===== src/rtl/io_port_ctrl_pkg.sv =====
// rtl/io_port_ctrl_pkg.sv - address map and segment encoding for the I/O port
// Purpose: shared constants for io_port_ctrl; no ports.
//   IO_BASE  - upper 12 address bits of the I/O window
//   IO_DISP  - display digit register (R/W)
//   IO_SW    - debounced switch levels (R)
//   IO_EDGE  - rising-edge event flags (R, clear-on-read)
//   hex_to_seg - hex digit to active-low {g,f,e,d,c,b,a}
package io_port_pkg;

    localparam logic [11:0] IO_BASE = 12'hFFF;
    localparam logic [15:0] IO_DISP = 16'hFFF0;
    localparam logic [15:0] IO_SW   = 16'hFFF2;
    localparam logic [15:0] IO_EDGE = 16'hFFF4;

    function automatic logic [6:0] hex_to_seg(input logic [3:0] digit);
        logic [6:0] seg;
        case (digit)
            4'h0: seg = 7'b1000000;
            4'h1: seg = 7'b1111001;
            4'h2: seg = 7'b0100100;
            4'h3: seg = 7'b0110000;
            4'h4: seg = 7'b0011001;
            4'h5: seg = 7'b0010010;
            4'h6: seg = 7'b0000010;
            4'h7: seg = 7'b1111000;
            4'h8: seg = 7'b0000000;
            4'h9: seg = 7'b0010000;
            4'hA: seg = 7'b0001000;
            4'hB: seg = 7'b0000011;
            4'hC: seg = 7'b1000110;
            4'hD: seg = 7'b0100001;
            4'hE: seg = 7'b0000110;
            default: seg = 7'b0001110;
        endcase
        return seg;
    endfunction

endpackage


===== src/rtl/io_port_ctrl_if.sv =====
// rtl/io_port_ctrl_if.sv - data-memory bus slice seen by the I/O port
// Purpose: groups the CPU data-port signals forwarded to io_port_ctrl.
//   dmemaddr/dmemwdata/dmemwrite/dmemread - CPU to port
//   io_rdata/io_sel                       - port to data-memory read mux
interface io_port_ctrl_if;

    logic [15:0] dmemaddr;
    logic [15:0] dmemwdata;
    logic        dmemwrite;
    logic        dmemread;
    logic [15:0] io_rdata;
    logic        io_sel;

    modport master (
        output dmemaddr, dmemwdata, dmemwrite, dmemread,
        input  io_rdata, io_sel
    );

    modport slave (
        input  dmemaddr, dmemwdata, dmemwrite, dmemread,
        output io_rdata, io_sel
    );

endinterface


===== src/rtl/io_port_ctrl_sw_debounce.sv =====
// rtl/io_port_ctrl_sw_debounce.sv - two-flop synchroniser plus level debouncer
// Purpose: accepts a raw switch level once it has differed from the stable
// value for DB_COUNT consecutive cycles.
//   clock  - system clock
//   reset  - asynchronous active-low reset
//   raw    - raw pin, asynchronous to clock
//   stable - debounced level
//   rise   - one-cycle pulse marking a 0->1 change of stable
module sw_debounce #(
    parameter int DB_COUNT = 50000,
    parameter int DB_WIDTH = 16
) (
    input  logic clock,
    input  logic reset,
    input  logic raw,
    output logic stable,
    output logic rise
);

    logic                sync1_q, sync1_d;
    logic                sync2_q, sync2_d;
    logic                stable_q, stable_d;
    logic [DB_WIDTH-1:0] cnt_q, cnt_d;

    always_ff @(posedge clock or negedge reset) begin
        if (!reset) begin
            sync1_q  <= 1'b0;
            sync2_q  <= 1'b0;
            stable_q <= 1'b0;
            cnt_q    <= '0;
        end else begin
            sync1_q  <= sync1_d;
            sync2_q  <= sync2_d;
            stable_q <= stable_d;
            cnt_q    <= cnt_d;
        end
    end

    // rise is asserted in the cycle whose closing edge flips stable to 1,
    // so a flag register fed by it sets on the same edge as stable.
    always_comb begin
        sync1_d  = raw;
        sync2_d  = sync1_q;
        stable_d = stable_q;
        cnt_d    = cnt_q;
        rise     = 1'b0;
        if (sync2_q == stable_q) begin
            cnt_d = '0;
        end else if (cnt_q == DB_WIDTH'(DB_COUNT - 1)) begin
            stable_d = sync2_q;
            cnt_d    = '0;
            rise     = sync2_q;
        end else begin
            cnt_d = cnt_q + DB_WIDTH'(1);
        end
    end

    assign stable = stable_q;

endmodule


===== src/rtl/io_port_ctrl.sv =====
// rtl/io_port_ctrl.sv - memory-mapped switch/display port on the data bus
// Purpose: decodes the 0xFFF0-0xFFFF window, holds the display digit and
// the sticky switch edge flags, and drives the read mux.
//   clock, reset          - system clock, asynchronous active-low reset
//   bus (slave)           - CPU data-port slice and read data / select
//   io_sw0, io_sw1        - raw slide switches
//   io_display            - active-low segments {g,f,e,d,c,b,a}
module io_port_ctrl
    import io_port_pkg::*;
#(
    parameter int DB_COUNT = 50000,
    parameter int DB_WIDTH = 16
) (
    input  logic                 clock,
    input  logic                 reset,
    io_port_ctrl_if.slave        bus,
    input  logic                 io_sw0,
    input  logic                 io_sw1,
    output logic [6:0]           io_display
);

    logic [3:0] digit_q, digit_d;
    logic [1:0] edge_q, edge_d;
    logic [1:0] stable;
    logic [1:0] rise;
    logic       sel;
    logic       disp_wr;
    logic       edge_rd;

    sw_debounce #(.DB_COUNT(DB_COUNT), .DB_WIDTH(DB_WIDTH)) u_db0 (
        .clock  (clock),
        .reset  (reset),
        .raw    (io_sw0),
        .stable (stable[0]),
        .rise   (rise[0])
    );

    sw_debounce #(.DB_COUNT(DB_COUNT), .DB_WIDTH(DB_WIDTH)) u_db1 (
        .clock  (clock),
        .reset  (reset),
        .raw    (io_sw1),
        .stable (stable[1]),
        .rise   (rise[1])
    );

    assign sel     = (bus.dmemaddr[15:4] == IO_BASE);
    assign disp_wr = sel && bus.dmemwrite && (bus.dmemaddr == IO_DISP);
    assign edge_rd = sel && bus.dmemread && (bus.dmemaddr == IO_EDGE);

    always_ff @(posedge clock or negedge reset) begin
        if (!reset) begin
            digit_q <= 4'h0;
            edge_q  <= 2'b00;
        end else begin
            digit_q <= digit_d;
            edge_q  <= edge_d;
        end
    end

    // A new rising edge in the same cycle as the clearing read survives,
    // so the event is reported on the following read.
    always_comb begin
        digit_d = digit_q;
        edge_d  = edge_q;
        if (disp_wr) begin
            digit_d = bus.dmemwdata[3:0];
        end
        if (edge_rd) begin
            edge_d = 2'b00;
        end
        edge_d = edge_d | rise;
    end

    always_comb begin
        bus.io_rdata = 16'h0000;
        if (sel) begin
            case (bus.dmemaddr)
                IO_DISP: bus.io_rdata = {12'h000, digit_q};
                IO_SW:   bus.io_rdata = {14'b0, stable};
                IO_EDGE: bus.io_rdata = {14'b0, edge_q};
                default: bus.io_rdata = 16'h0000;
            endcase
        end
    end

    assign bus.io_sel = sel;
    assign io_display = hex_to_seg(digit_q);

endmodule


===== src/flat_wrapper.sv =====
// flat-port wrapper written by rule: the top's interface ports become plain ports
module io_port_ctrl_flat import io_port_pkg::*;
#(
    parameter int DB_COUNT = 50000,
    parameter int DB_WIDTH = 16
)
  (clock, reset, io_sw0, io_sw1, io_display, bus_dmemaddr, bus_dmemwdata, bus_dmemwrite, bus_dmemread, bus_io_rdata, bus_io_sel);
  io_port_ctrl_if bus_i ();
  input  logic clock;
  input  logic reset;
  input  logic io_sw0;
  input  logic io_sw1;
  output logic [6:0] io_display;
  input wire logic [$bits(bus_i.dmemaddr)-1:0] bus_dmemaddr;
  input wire logic [$bits(bus_i.dmemwdata)-1:0] bus_dmemwdata;
  input wire logic [$bits(bus_i.dmemwrite)-1:0] bus_dmemwrite;
  input wire logic [$bits(bus_i.dmemread)-1:0] bus_dmemread;
  output wire logic [$bits(bus_i.io_rdata)-1:0] bus_io_rdata;
  output wire logic [$bits(bus_i.io_sel)-1:0] bus_io_sel;
  assign bus_i.dmemaddr = bus_dmemaddr;
  assign bus_i.dmemwdata = bus_dmemwdata;
  assign bus_i.dmemwrite = bus_dmemwrite;
  assign bus_i.dmemread = bus_dmemread;
  assign bus_io_rdata = bus_i.io_rdata;
  assign bus_io_sel = bus_i.io_sel;
  io_port_ctrl #(.DB_COUNT(DB_COUNT), .DB_WIDTH(DB_WIDTH)) u_core (.clock(clock), .reset(reset), .bus(bus_i), .io_sw0(io_sw0), .io_sw1(io_sw1), .io_display(io_display));
endmodule

===== config.mk =====
export PLATFORM = sky130hd
export DESIGN_NAME = io_port_ctrl_flat
export DESIGN_NICKNAME = d
export VERILOG_FILES = /design/src/rtl/io_port_ctrl_pkg.sv /design/src/rtl/io_port_ctrl_if.sv /design/src/rtl/io_port_ctrl_sw_debounce.sv /design/src/rtl/io_port_ctrl.sv /design/src/flat_wrapper.sv
export SDC_FILE = /design/constraint.sdc
export NUM_CORES = 1
export LEC_CHECK = 0
export ABC_CLOCK_PERIOD_IN_PS = 2160
export BUFFER_PORTS_ARGS = -buffer_cell sky130_fd_sc_hd__buf_2
export CAP_MARGIN = 20
export CORE_MARGIN = 4
export CORE_UTILIZATION = 45
export DETAILED_ROUTE_END_ITERATION = 16
export PLACE_DENSITY_LB_ADDON = 0.25
export SLEW_MARGIN = 20
export SYNTH_ARGS = -nofsm -noshare
export SYNTH_HDL_FRONTEND = slang
export SYNTH_HIERARCHICAL = 1
export SYNTH_SLANG_ARGS = --single-unit

===== constraint.sdc =====
create_clock -name clock -period 2.16 [get_ports clock]
set_input_delay 0.432 -clock clock [delete_from_list [all_inputs] [get_ports clock]]
set_output_delay 0.432 -clock clock [all_outputs]
set_load 0.01 [all_outputs]

==> summary.txt <==
Yosys
  • Largest family of logic cells by synthesized area: simple AND/OR/NAND/NOR gates
  • Sequential share of the synthesized area: between 40% and 50%
  • Ys Warns: 6
  • Compound-cell area share of the yosys netlist: under 10%
  • Post-synthesis cell area: approximately 0.0026 mm^2
  • Mux cell area share after synthesis: between 6 and 7%
  • Adder-Cell Fraction of Synth Area: 3.86%
  • Async S/R FF share, synth: 100%
  • Top-area cell type share of the netlist area: 42.5%
  • Simple-gate share of the synthesized area: between 20% and 30%
  • Avg Inst Size Synth: roughly 9.9 um^2
  • Synthesis-stage register bit count: 44
  • Mapped Cells: between 200 and 300
  • Synth Area in XOR/XNOR: 10.1%
  • Post-synth top area cell: dfrtp_1
  • Synth cell types: 39
  • Main synth FF type: dfrtp_1
  • Number of synthesized flops with an enable pin: 0
  • Area contributors post-synth: dfrtp_1, xnor2_1, nor2_1

Timing
  • RSZ-0062 raised after global routing: true
  • Hold Fails Final Rpt: 0
  • Clock period minus worst slack: between 2 and 2.5 ns
  • Crit share post-route: between 90% and 100%
  • Rel. slew slack: a little under three fifths
  • Slew Viols, Final: 0
  • Min setup slack post-route: around 0.03 ns
  • Max Clk Rate: 470 MHz
  • Setup Viol. Count Final: 0
  • Worst-margin pin slew: around 0.66 ns
  • Skew final: 0.00350 ns

Power and ir drop
  • Register share of total power: approximately 53%
  • Internal Pwr Total: between 1 and 1.5 mW
  • PD cells: 533 mW/mm^2
  • Max IR drop VDD: between 300 and 400 uV
  • Clock share of power: between 40% and 50%
  • Net Sw Frac: 20.7%
  • Leakage: between 1 and 1.5 nW
  • Switching power: between 300 and 400 uW
  • Power after layout: between 1.5 and 2 mW
  • Combinational power share: approximately 5.3%

Routing
  • Antenna viol nets, final: 0
  • Total wire length: approximately 4800 um
  • Vias: between 1500 and 2000
  • Pre-antenna DRT Iters: 4
  • Initial DRC count: 70
  • DRC: 0
  • Vias per cell: ~5.2
  • Wirelength per Cell: 12.8 um

Critical path
  • Critical path capture point: io_display[3]
  • Setup slack, reg-to-reg: about 0.43 ns
  • Setup crit end kind: primary output
  • Arrival @ worst endpoint: ~1.7 ns
  • CP startpoint: u_core/digit_q[0]$_DFFE_PN0P_
  • R2R cell count: 4
  • CP Class: reg -> out
  • RR Startpoint: u_core/u_db0/cnt_q[8]$_DFF_PN0_
  • Required time of the critical path: roughly 1.7 ns
  • Critical Path Fanout Max: 5
  • CP Launch Type: register
  • RR Endpoint: u_core/u_db0/cnt_q[13]$_DFF_PN0_

Placement
  • Pre-CTS setup slack: roughly 0.13 ns
  • Area post-placement: about 0.0028 mm^2
  • Dpl hpwl: between 3000 and 4000 um
  • Final GP Congestion: approximately 0.8
  • # port buffers: 37

Die
  • Initial Util: between 40 and 50%
  • FP Rows: 27
  • Core area: between 0.005 and 0.006 mm^2
  • Die Y: 83.9 um
  • Io pins: just over 60
  • Die width: about 84 um
  • Die area: 0.00703 mm^2

Worst hold path
  • Hold crit path type: in -> async

Finish
  • Finished Cell Area: 0.00301 mm^2
  • Final net count: 349
  • Finished Core Util: 54.4%
  • Fraction of layout cells with a size suffix above 1: roughly 28%
  • Area added between synthesis and finish: 16.3%
  • # diodes: 0

GRT
  • GRT Total Usage: between 10% and 20%
  • Vias in the first global route: 1852
  • Pin count of the biggest net entering global routing: 31
  • First-pass GRT wire length: between 8000 and 9000 um
  • GR Overflow Total: 0
  • Initial antenna violation count: 0

Flow run
  • Max-cap violation count: 0

CTS
  • CTS tree: done
  • Clock buffer depth: 2
  • Reg clk slew, reported paths: roughly 0.08 ns
  • Clock root buffer: clkbuf_8
  • Sink Count: 44
  • CTS Hold Bufs: 0
  • H-tree depth: 2
  • Num CTS Buffers: 5
  • Worst-skew pair later-pin latency: 0.29 ns

Status
  • Status: completed
power by group through the flow:
stage	logic [mW]	registers (mW)	clock network (mW)
floorplan	0.0522	0.861	0
global placement	0.0841	0.863	0
detailed placement	0.0859	0.864	0
CTS	0.0865	0.848	0.698
global route	0.0984	0.850	0.743
finish	0.0845	0.848	0.675
layer usage:
metal,share of wire [%],wire length [um],GRT usage (%),vias to the layer above
met5,0,0,0,-
met3,6.0,289,4.24,2
met4,0.60,29,3.22,0
met1,49,2380,19.2,929
li1,-,-,-,967
met2,44,2120,22.6,60
area by class of cell:
cell class                 instances  area, um^2
clock buffer                       7        96.3
sequential                        44        1100
multi-input combinational        198        1400
timing repair buffer              47         270
clock inverter                     1        30.0
tap                               72        90.1
fill                             507        2530
inverter                           7        28.8
Yosys cell counts, types with 2 or more instances:
master     n
nor4bb_1   2
nor4b_1    2
a21oi_1    4
xnor2_1   22
clkbuf_1   2
ha_1       8
buf_6      2
xor2_1     8
and3_2     2
mux2_2     6
nand2_1    9
and2_1     2
nor2_1    46
a21o_1     2
inv_1      7
or3_1      3
nor2b_1    2
and3_1     2
nand3_1   12
nor3b_2    2
or4b_4     3
buf_2      2
nor4_2     3
o21ai_0    2
nor3_1     5
buf_4     16
nand4_1   14
dfrtp_1   44
mux2i_1    7
and4bb_2   2
nor4_1    10
how the worst min path moves through the flow:
stage                              startpoint                              end  slack (ns)  cells after the start
6_report                                reset  u_core/u_db0/cnt_q[5]$_DFF_PN0_        0.17                      1
5_1_grt                                 reset  u_core/u_db0/stable$_DFFE_PN0P_        0.22                      1
3_5_place_dp   u_core/u_db0/sync1_q$_DFF_PN0_   u_core/u_db0/sync2_q$_DFF_PN0_        0.33                      0
3_3_place_gp   u_core/u_db0/sync1_q$_DFF_PN0_   u_core/u_db0/sync2_q$_DFF_PN0_        0.34                      0
4_1_cts                                 reset  u_core/u_db1/cnt_q[0]$_DFF_PN0_        0.19                      1
2_1_floorplan                           reset    u_core/digit_q[0]$_DFFE_PN0P_        0.14                      0
metrics by stage:
step,hold slack (ns),instances,TNS (ns)
global route,0.217,376,-0.0286
floorplan,0.136,272,0
finish,0.173,376,0
detailed placement,0.335,364,0
global placement,0.336,364,0
CTS,0.192,373,-0.0124
flip-flops by register name, indices dropped and copies added, names as in the netlist:
register              count
u_core/u_db0/sync1_q      1
u_core/u_db1/stable       1
u_core/u_db0/stable       1
u_core/u_db1/sync2_q      1
u_core/digit_q            4
u_core/edge_q             2
u_core/u_db1/cnt_q       16
u_core/u_db0/sync2_q      1
u_core/u_db1/sync1_q      1
u_core/u_db0/cnt_q       16
cell usage in the layout (no fill, tap or decap), drive strengths merged, types with 3 or more instances in the layout:
| master | count |
|---|---|
| or4b | 3 |
| or3 | 3 |
| xor2 | 8 |
| mux2i | 7 |
| clkbuf | 7 |
| and3 | 4 |
| buf | 47 |
| dfrtp | 44 |
| mux2 | 6 |
| a21oi | 4 |
| conb | 12 |
| nand2 | 9 |
| ha | 8 |
| nor4 | 13 |
| inv | 7 |
| nand3 | 12 |
| nand4 | 15 |
| xnor2 | 22 |
| nor2 | 46 |
| nor3 | 5 |
cells by family (layout without fill, tap and decap cells):
logic type,Yosys count,after routing
multiplexers,14,14
buffers and inverters,30,62
XOR/XNOR,30,30
AND/OR/NAND/NOR,124,124
other,1,12
flip-flops,44,44
AO/OA/AOI/OAI,10,10
adder cells (fa/ha/maj),8,8
timing repair:
item / in CTS / in global routing
setup endpoints to repair: 2 / 2
pin swaps: 0 / 2
setup buffers: 1 / 3
hold endpoints to repair: 0 / 0
gates resized for setup: 4 / 13
critical path: stages (launching register included):
cell,delay [ns]
dfrtp_2,0.45
inv_4,0.07
ha_4,0.26
inv_2,0.03
mux4_2,0.46
buf_6,0.14
No activity file was read; power rests on OpenSTA's default activity.
